[src/rtl/seq_divider.sv]
// Sequential restoring divider: one quotient bit per clock, WIDTH iterations per operation.
// Results are registered on completion and held until the next operation finishes.
`timescale 1ns/1ps
module seq_divider #(
    parameter int WIDTH = 8
) (
    input  logic             clk,
    input  logic             resetn,
    input  logic             start,
    input  logic [WIDTH-1:0] dividend,
    input  logic [WIDTH-1:0] divisor,
    output logic             busy,
    output logic             done,
    output logic [WIDTH-1:0] quotient,
    output logic [WIDTH-1:0] remainder,
    output logic             divzero
);

    localparam int CNT_W = $clog2(WIDTH + 1);

    localparam logic [1:0] ST_IDLE = 2'd0;
    localparam logic [1:0] ST_RUN  = 2'd1;
    localparam logic [1:0] ST_DONE = 2'd2;

    logic [1:0]       state;
    logic [CNT_W-1:0] count;
    logic [WIDTH-1:0] dvd_reg;
    logic [WIDTH-1:0] dvs_reg;
    logic [WIDTH-1:0] prem_reg;

    logic [WIDTH:0]   shifted;
    logic [WIDTH+1:0] trial;
    logic             borrow;
    logic             trial_unused;
    logic [WIDTH-1:0] prem_next;
    logic [WIDTH-1:0] dvd_next;

    // The top bit of the subtraction is the borrow (inverted carry-out).
    function automatic logic [WIDTH+1:0] trial_sub(input logic [WIDTH:0]   a,
                                                   input logic [WIDTH-1:0] b);
        trial_sub = {1'b0, a} - {2'b00, b};
    endfunction

    // Partial remainder stays below the divisor, so a kept difference always fits WIDTH bits.
    always_comb begin
        shifted      = {prem_reg, dvd_reg[WIDTH-1]};
        trial        = trial_sub(shifted, dvs_reg);
        borrow       = trial[WIDTH+1];
        trial_unused = trial[WIDTH];
        prem_next    = borrow ? shifted[WIDTH-1:0] : trial[WIDTH-1:0];
        dvd_next     = {dvd_reg[WIDTH-2:0], ~borrow};
    end

    always_ff @(posedge clk or negedge resetn) begin
        if (!resetn) begin
            state     <= ST_IDLE;
            count     <= '0;
            dvd_reg   <= '0;
            dvs_reg   <= '0;
            prem_reg  <= '0;
            quotient  <= '0;
            remainder <= '0;
            divzero   <= 1'b0;
        end else begin
            case (state)
                ST_IDLE: begin
                    if (start) begin
                        dvd_reg  <= dividend;
                        dvs_reg  <= divisor;
                        prem_reg <= '0;
                        if (divisor == '0) begin
                            // Division by zero bypasses the iterations entirely.
                            count     <= '0;
                            quotient  <= '1;
                            remainder <= dividend;
                            divzero   <= 1'b1;
                            state     <= ST_DONE;
                        end else begin
                            count <= CNT_W'(WIDTH);
                            state <= ST_RUN;
                        end
                    end
                end
                ST_RUN: begin
                    prem_reg <= prem_next;
                    dvd_reg  <= dvd_next;
                    count    <= count - 1'b1;
                    if (count == CNT_W'(1)) begin
                        quotient  <= dvd_next;
                        remainder <= prem_next;
                        divzero   <= 1'b0;
                        state     <= ST_DONE;
                    end
                end
                ST_DONE: state <= ST_IDLE;
                default: state <= ST_IDLE;
            endcase
        end
    end

    assign busy = (state == ST_RUN);
    assign done = (state == ST_DONE);

endmodule

[config.mk]
export PLATFORM = sky130hd
export DESIGN_NAME = seq_divider
export DESIGN_NICKNAME = d
export VERILOG_FILES = /design/src/rtl/seq_divider.sv
export SDC_FILE = /design/constraint.sdc
export NUM_CORES = 1
export LEC_CHECK = 0
export CAP_MARGIN = 20
export CORE_MARGIN = 2
export CORE_UTILIZATION = 35
export DETAILED_ROUTE_END_ITERATION = 8
export GPL_TIMING_DRIVEN = 0
export PLACE_DENSITY = 0.57
export SYNTH_ARGS = -nofsm -noshare
export SYNTH_HDL_FRONTEND = slang
export SYNTH_SLANG_ARGS = --single-unit
export TNS_END_PERCENT = 100
[constraint.sdc]
create_clock -name clk -period 3.8 [get_ports clk]
set_clock_uncertainty 0.1 [all_clocks]
set_input_delay 0.76 -clock clk [delete_from_list [all_inputs] [get_ports clk]]
set_output_delay 0.76 -clock clk [all_outputs]
set_load 0.03 [all_outputs]
== After elaboration in Yosys (flattened, before gate mapping) ==
Index checks and enable logic that the tools add are counted.
W data, S select, Z words.

* Logic and storage cells: 48
* Memories kept: 0
* Memory bits (read-only): 0
* Bits in latches: 0
* Output and inout port bits: 19
* Bits in registers: 47
* Memory bits (writable): 0
* Bits of input ports: 19

* Add/subtract/negate cells: 2
* Divide/modulo/power cells: 0
* Reductions and logical operators: 7
* Equal/unequal tests: 6
* Shifts and indexed selects: 0
* Multiplexer cells: 24
* Multiply operators: 0
* Order comparisons: 0
* Bitwise gates (word level): 1

{| class="wikitable"
|+ Operators by type and width
! operator !! count
|-
| $mux W8 || 9
|-
| $pmux W8 S2 || 4
|-
| $sub A9 B8 Y10 || 1
|-
| $logic_not A8 Y1 || 1
|-
| $mux W4 || 2
|-
| $pmux W4 S2 || 1
|-
| $mux W2 || 3
|-
| $reduce_and A2 Y1 || 3
|-
| $eq A4 B1 Y1 const B || 1
|-
| $ne A2 B2 Y1 const B || 2
|-
| $pmux W2 S2 || 1
|-
| $reduce_and A4 Y1 || 1
|-
| $sub A4 B1 Y4 const B || 1
|-
| $mux W1 || 3
|-
| $eq A2 B1 Y1 const B || 1
|-
| $eq A2 B2 Y1 const B || 1
|-
| $logic_not A2 Y1 || 1
|-
| $ne A2 B1 Y1 const B || 1
|-
| $pmux W1 S2 || 1
|-
| $reduce_bool A2 Y1 || 1
|-
| $not A1 Y1 || 1
|}

== Longest topological paths before layout ==
Gate-level depths: netlist of run 1.

* Depth after elaboration: 4
* Gate-level depth with buffers: 10
* Gate-level depth less buffers: 10

== Worst setup path after synthesis of run 1 ==
No wires, ideal clock.

* Path type: reg-to-output
* Start: register state[1]
* End: output busy
* Path buffers: 3
* Data arrival time: 1,385 ps
* Stages on the path, launching flop included: 6
* Path slack: 1,555 ps
* Required time: 2,940 ps
* Path through: dfrtp_1 > clkbuf_1 > nand2b_1 > clkbuf_1 > inv_1 > clkbuf_1

* Word-level cells in the longest chain between the ends: 1

{| class="wikitable"
|+ Ends and longest elaborated chain
! item !! line !! RTL
|-
| start, declared || 25 || <nowiki>logic [1:0] state;</nowiki>
|-
| start signal, assigned || 56 || <nowiki>state <= ST_IDLE;</nowiki>
|-
| start signal, assigned || 77 || <nowiki>state <= ST_DONE;</nowiki>
|-
| start signal, assigned || 80 || <nowiki>state <= ST_RUN;</nowiki>
|-
| $eq A2 B1 Y1 || 101 || <nowiki>assign busy = (state == ST_RUN);</nowiki>
|-
| end, declared || 12 || <nowiki>output logic busy,</nowiki>
|}

Every way passes these cells.

== Worst setup path in the final report of run 1 ==
Ends and elaborated chain as after synthesis.

==> qor.yml, run 1 <==
sta:
  rsz0062_at_grt: "no"
  tns_ps: 0
  relSlewSlack_pct: 27.56
  fin_crit_ps: 3540
  fin_crit_sh_pct: 93.16
  timing.final.hold_violations: 0
  setup_viol: 0
  maxSlewViolCount: 0
  fmax_mhz: 282.5
  worstMarginPinSlew_ps: 1084
worst_setup_path:
  startpoint_type: "flop"
  worstRegToRegCells: 9
  crit_start: "state[1]"
  cp_max_fo: 10
  cp-end-kind: "output pin"
  rr_endpoint: "remainder[3]"
  crit_type: "reg2out"
  reg2reg_slack_ps: 1220
  crit_required_ps: 2940
  cp.arrival_ps: 2680
  timing.rr.start: "count[1]"
  crit_end: "busy"
layout:
  regArea_um2: 1176
  final_layout_size_suffix_gt1_share_pct: 6.452
  n_fill_cell: 687
  multi_input_area_um2: 1131
  nets: 339
  area.growth.synth_to_final_pct: 24.17
  insertedDiodeCount: 0
worst_hold_path:
  min_path_type: "in2async"
global_route:
  grt_pass1_vias: 2019
  grt_pass1_wl_um: 10120
  grt_max_degree: 29
  antenna_found_initial: 0
  overflow: 0
  grt.total_usage_pct: 17.42
clocking:
  postCtsSetupBuffers: 0
  h-tree-depth: 2
  cts_tree: "built"
  cts.reportedPaths.clkPinSlew_ps: 100
  cts_buffer_depth: 2
  cts-resized-gates: 0
  cts_buffers: 5
  cts_root_buffer: "clkbuf_8"
  clk_latency_ps: 310
  ctsHoldBuffers: 0
  cts_sinks: 47
routing:
  postRouteAntennaNets: 0
  wire_per_inst_um: 15.43
  routed-via-count: 2012
  drcViolationCount: 0
  firstDrtPassIters: 4
  vias_per_cell: 5.159
  drt_iter0_markers: 103
  routed_wl_um: 6016
run_status:
  status: "finished, final reports clean"
yosys:
  synthFlopType: "dfrtp_1"
  ys_seq_area_share_pct: 48.65
  postSynthAreaPerCell_um2: 9.157
  netlist_instances: 264
  synth_top_area_share_pct: 48.65
  yosys-top-cells-area: "dfrtp_1 (49%), nand2_1 (6.2%), ha_1 (5.2%), o21ai_0 (4.8%), nor2_1 (4.7%)"
  synth_seq_cells: 47
  synth_enable_flop_cells: 0
  synth_fp_nets: 294
  yosys_warnings: 0
  synth_most_common_cell: "dfrtp_1"
  synth_area_leader_cell: "dfrtp_1"
  synth_area_um2: 2417
  synthArstFlopShare_pct: 100.0
  synth_common_cells: "dfrtp_1 (47), nand2_1 (40), nor2_1 (30), o21ai_0 (23), a21oi_1 (16)"
  ys_types: 43
job:
  cap_violations: 0
floorplan:
  core_um2: 6756
  die_h_um: 87.11
  dieArea_um2: 7587
  fp.dieW_um: 87.11
  num_rows: 30
  initial_core_util_pct: 35.78
  ios: 38
power:
  power_density_nw_per_um2: 993.9
  p_leak_nw: 1.304
  vdd_ir_drop_max_mv: 0.2773
  p_total_mw: 2.983
placement:
  hpwl_um: 4554
  io_buffers: 37
  place.gp.congestion: 0.8243
[through the flow]
step	instance area (um2)	setup WS (ps)	hold WS, ps	instances	utilization, %
final	3002	259.9	299.1	390	44.43
after detailed placement	2903	553.3	378.0	382	42.96
after floorplan	2417	1555	347.9	264	-
after global placement	2888	450.5	366.2	381	42.74
after CTS	3002	212.8	327.2	390	44.43
after global routing	3002	44.91	335.9	390	44.43
[routing by layer]
layer  track usage, %  wire length [um]
met3            3.318               238
met5                0                 0
met1            24.07              2848
met4            4.895                67
met2            27.97              2861
[power by group]
part           total [mW]  switching, mW  internal (mW)
clock network       0.328          0.179          0.149
logic                1.78           1.07          0.706
registers           0.880          0.141          0.738
total                2.98           1.39           1.59
[final cells by class]
cell class / count / share of cell area [%]
timing repair buffer: 38 / 12.84
clock buffer: 6 / 2.751
buffer: 13 / 2.043
tap: 80 / 3.335
multi-input combinational: 191 / 37.68
clock inverter: 2 / 0.5419
inverter: 13 / 1.626
sequential: 47 / 39.18
[cells by family after synthesis]
group                      after synthesis  synth area share [%]
AOI/OAI and AO/OA                       74                 19.20
xor gates and xnor gates                 3                 1.087
adders and majority gates               11                 6.004
buffers and inverters                   26                 4.555
DFF                                     47                 48.65
muxes                                    8                 3.364
and+or+nand+nor                         95                 17.13
[placed cells by master (no fill, tap or decap), drive strengths merged, types with 4 or more instances in the layout]
cell           instances
a21oi                 16
a31oi                  6
dfrtp                 47
a21boi                 5
inv                   13
clkbuf                14
o21ai                 24
nand3                  6
nor2b                  4
buf                    7
ha                    10
nand2                 40
clkdlybuf4s50         36
mux2i                  7
nor2                  30
[worst max-delay path, stage by stage (launching register included)]
cell	delay (ps)
dfrtp_1	370
clkbuf_1	170
nand2b_1	180
clkbuf_1	220
inv_1	220
clkbuf_1	430
clkdlybuf4s50_1	770
[worst min-delay path by stage]
stage | slack, ps | from | cells past startpoint | endpoint
detailed placement | 380 | prem_reg[7] | 2 | prem_reg[7]
finish | 300 | resetn | 1 | dvd_reg[1]
global route | 340 | resetn | 1 | dvd_reg[1]
global placement | 370 | prem_reg[7] | 2 | prem_reg[7]
floorplan | 350 | prem_reg[7] | 2 | prem_reg[7]
CTS | 330 | resetn | 1 | state[1]
Note: power is estimated with default switching activity, not from simulation.
==> run 2, diff against run 1 <==
--- a/config.mk
+++ b/config.mk
@@ -11,6 +11,7 @@
 export DETAILED_ROUTE_END_ITERATION = 8
 export GPL_TIMING_DRIVEN = 0
 export PLACE_DENSITY = 0.57
+export SETUP_SLACK_MARGIN = 0.2
 export SYNTH_ARGS = -nofsm -noshare
 export SYNTH_HDL_FRONTEND = slang
 export SYNTH_SLANG_ARGS = --single-unit
==> run 2 against run 1 <==
Fmax up 5.8%. Worst hold slack hardly changed. Register-to-register slack barely moved. Sequential power hardly changed. Die area stayed put. Final cell count unchanged. Core utilization is essentially flat. Flip-flop and latch count is the same. Power about the same. Critical endpoint unchanged. Largest cell class unchanged.
==> qor.yml, run 2 (synthesis gave the netlist of run 1 again) <==
worst_setup_path:
  crit_type: "reg2out"
  rr_endpoint: "remainder[3]"
  reg2reg_slack_ps: 1220
  cp_max_fo: 10
  cp-end-kind: "output pin"
  worstRegToRegCells: 9
  startpoint_type: "flop"
  cp.arrival_ps: 2480
  crit_required_ps: 2940
  timing.rr.start: "count[1]"
power:
  vdd_ir_drop_max_mv: 0.2776
  switching_share_pct: 46.55
  power_density_nw_per_um2: 994.0
  p_sw_mw: 1.389
  power.internal_mw: 1.596
  pwr-share-clk_pct: 11.0
  pwr-share-comb_pct: 59.5
  p_leak_nw: 1.307
  p_total_mw: 2.985
  seqPwrFrac_pct: 29.5
run_status:
  status: "finished, final reports clean"
clocking:
  cts.reportedPaths.clkPinSlew_ps: 100
  postCtsSetupBuffers: 0
  clk_latency_ps: 310
  h-tree-depth: 2
  cts_sinks: 47
  cts_buffer_depth: 2
  cts_tree: "built"
  cts_buffers: 5
  cts_root_buffer: "clkbuf_8"
sta:
  tns_ps: 0
  setup_viol: 0
  timing.final.hold_violations: 0
  maxSlewViolCount: 0
  relSlewSlack_pct: 27.56
  setup_slack_ps: 455.3
  fin_crit_sh_pct: 88.02
  worstMarginPinSlew_ps: 1084
  fin_crit_ps: 3345
  fmax_mhz: 299.0
  rsz0062_at_grt: "no"
routing:
  drcViolationCount: 0
  topRoutingLayerUsed: "met4"
  drt_iter0_markers: 103
  dr_wl_met3_um: 238
  met2_length_um: 2863
  postRouteAntennaNets: 0
  firstDrtPassIters: 4
  routed-via-count: 2011
  wl_met1_um: 2848
  wire_per_inst_um: 15.43
  routed_wl_um: 6016
  vias_per_cell: 5.156
job:
  cap_violations: 0
layout:
  final_common_cell: "dfrtp_1"
  final_layout_size_suffix_gt1_share_pct: 6.774
  finalNonFillerCells: 390
  finalInstanceArea_um2: 3003
  insertedDiodeCount: 0
  n_fill_cell: 689
  area.growth.synth_to_final_pct: 24.22
  mostFrequentLayoutCells: "dfrtp_1 (47), nand2_1 (40), clkdlybuf4s50_1 (36)"
  nets: 339
floorplan:
  die_h_um: 87.11
  fp.dieW_um: 87.11
  ios: 38
  core_um2: 6756
  num_rows: 30
  initial_core_util_pct: 35.78
  dieArea_um2: 7587
global_route:
  grt_pass1_wl_um: 10120
  antenna_found_initial: 0
  grt.total_usage_pct: 17.42
  grt_pass1_vias: 2019
  grt_max_degree: 29
  overflow: 0
placement:
  io_buffers: 37
  place.gp.congestion: 0.8243
  placed_cells: 382
  hpwl_um: 4554
  place_area_um2: 2903
  dp_slack_ps: 553.3
worst_hold_path:
  min_path_type: "in2async"
==> run 2: per-stage QoR <==
step                      hold WS (ps)  util, %
after floorplan                  347.9        -
after global placement           366.2    42.74
after detailed placement         378.0    42.96
after CTS                        327.2    44.43
after global routing             335.9    44.44
final                            299.3    44.44
==> run 2: worst max-delay path: stages, from the launching register on <==
cell and delay, ps:
dfrtp_1 340, clkbuf_1 250, nand2b_1 160, clkbuf_1 330
inv_1 200, clkbuf_2 260, clkdlybuf4s50_1 630
==> run 2: area by class of cell <==
type                    count  area [um2]  area share [%]
flip-flops and latches     47        1176           39.17
clock buffers               6       82.58           2.750
well taps                  80       100.1           3.333
multi-input cells         191        1131           37.67
repair buffers             38       385.4           12.83
plain buffers              13       62.56           2.083
inverters                  13       48.80           1.625
clock inverters             2       16.27          0.5417
==> run 2: worst max-delay path by stage <==
| stage | start | end | slack (ps) |
|---|---|---|---|
| 2_1_floorplan | state[1] | busy | 1550 |
| 3_3_place_gp | resetn | quotient[0] | 450 |
| 3_5_place_dp | state[0] | busy | 550 |
| 4_1_cts | state[1] | busy | 210 |
| 5_1_grt | state[0] | busy | 260 |
| 6_report | state[1] | busy | 460 |
==> run 2: per-layer routing <==
layer  track usage [%]  up-vias
met5                 0        -
met4             4.895        0
met3             3.318        6
met2             27.97       38
met1             24.07      961
li1                  -     1006
==> run 2: power by group through the flow <==
stage	Sequential, mW	Clock (mW)	Combinational [mW]
finish	0.880	0.328	1.78
global placement	0.887	0	1.77
global route	0.910	0.363	2.00
floorplan	1.01	0	1.11
detailed placement	0.891	0	1.78
CTS	0.880	0.343	1.79
==> run 2: repair_timing <==
action	4_1_cts	5_1_grt
hold buffers	0	0
setup endpoints to repair	0	1
gates resized for setup	0	2
==> run 3, diff against run 2 <==
--- a/config.mk
+++ b/config.mk
@@ -15,4 +15,3 @@
 export SYNTH_ARGS = -nofsm -noshare
 export SYNTH_HDL_FRONTEND = slang
 export SYNTH_SLANG_ARGS = --single-unit
-export TNS_END_PERCENT = 100
==> results of run 3 <==
Final layout, timing and power as in run 2 (identical DEF).
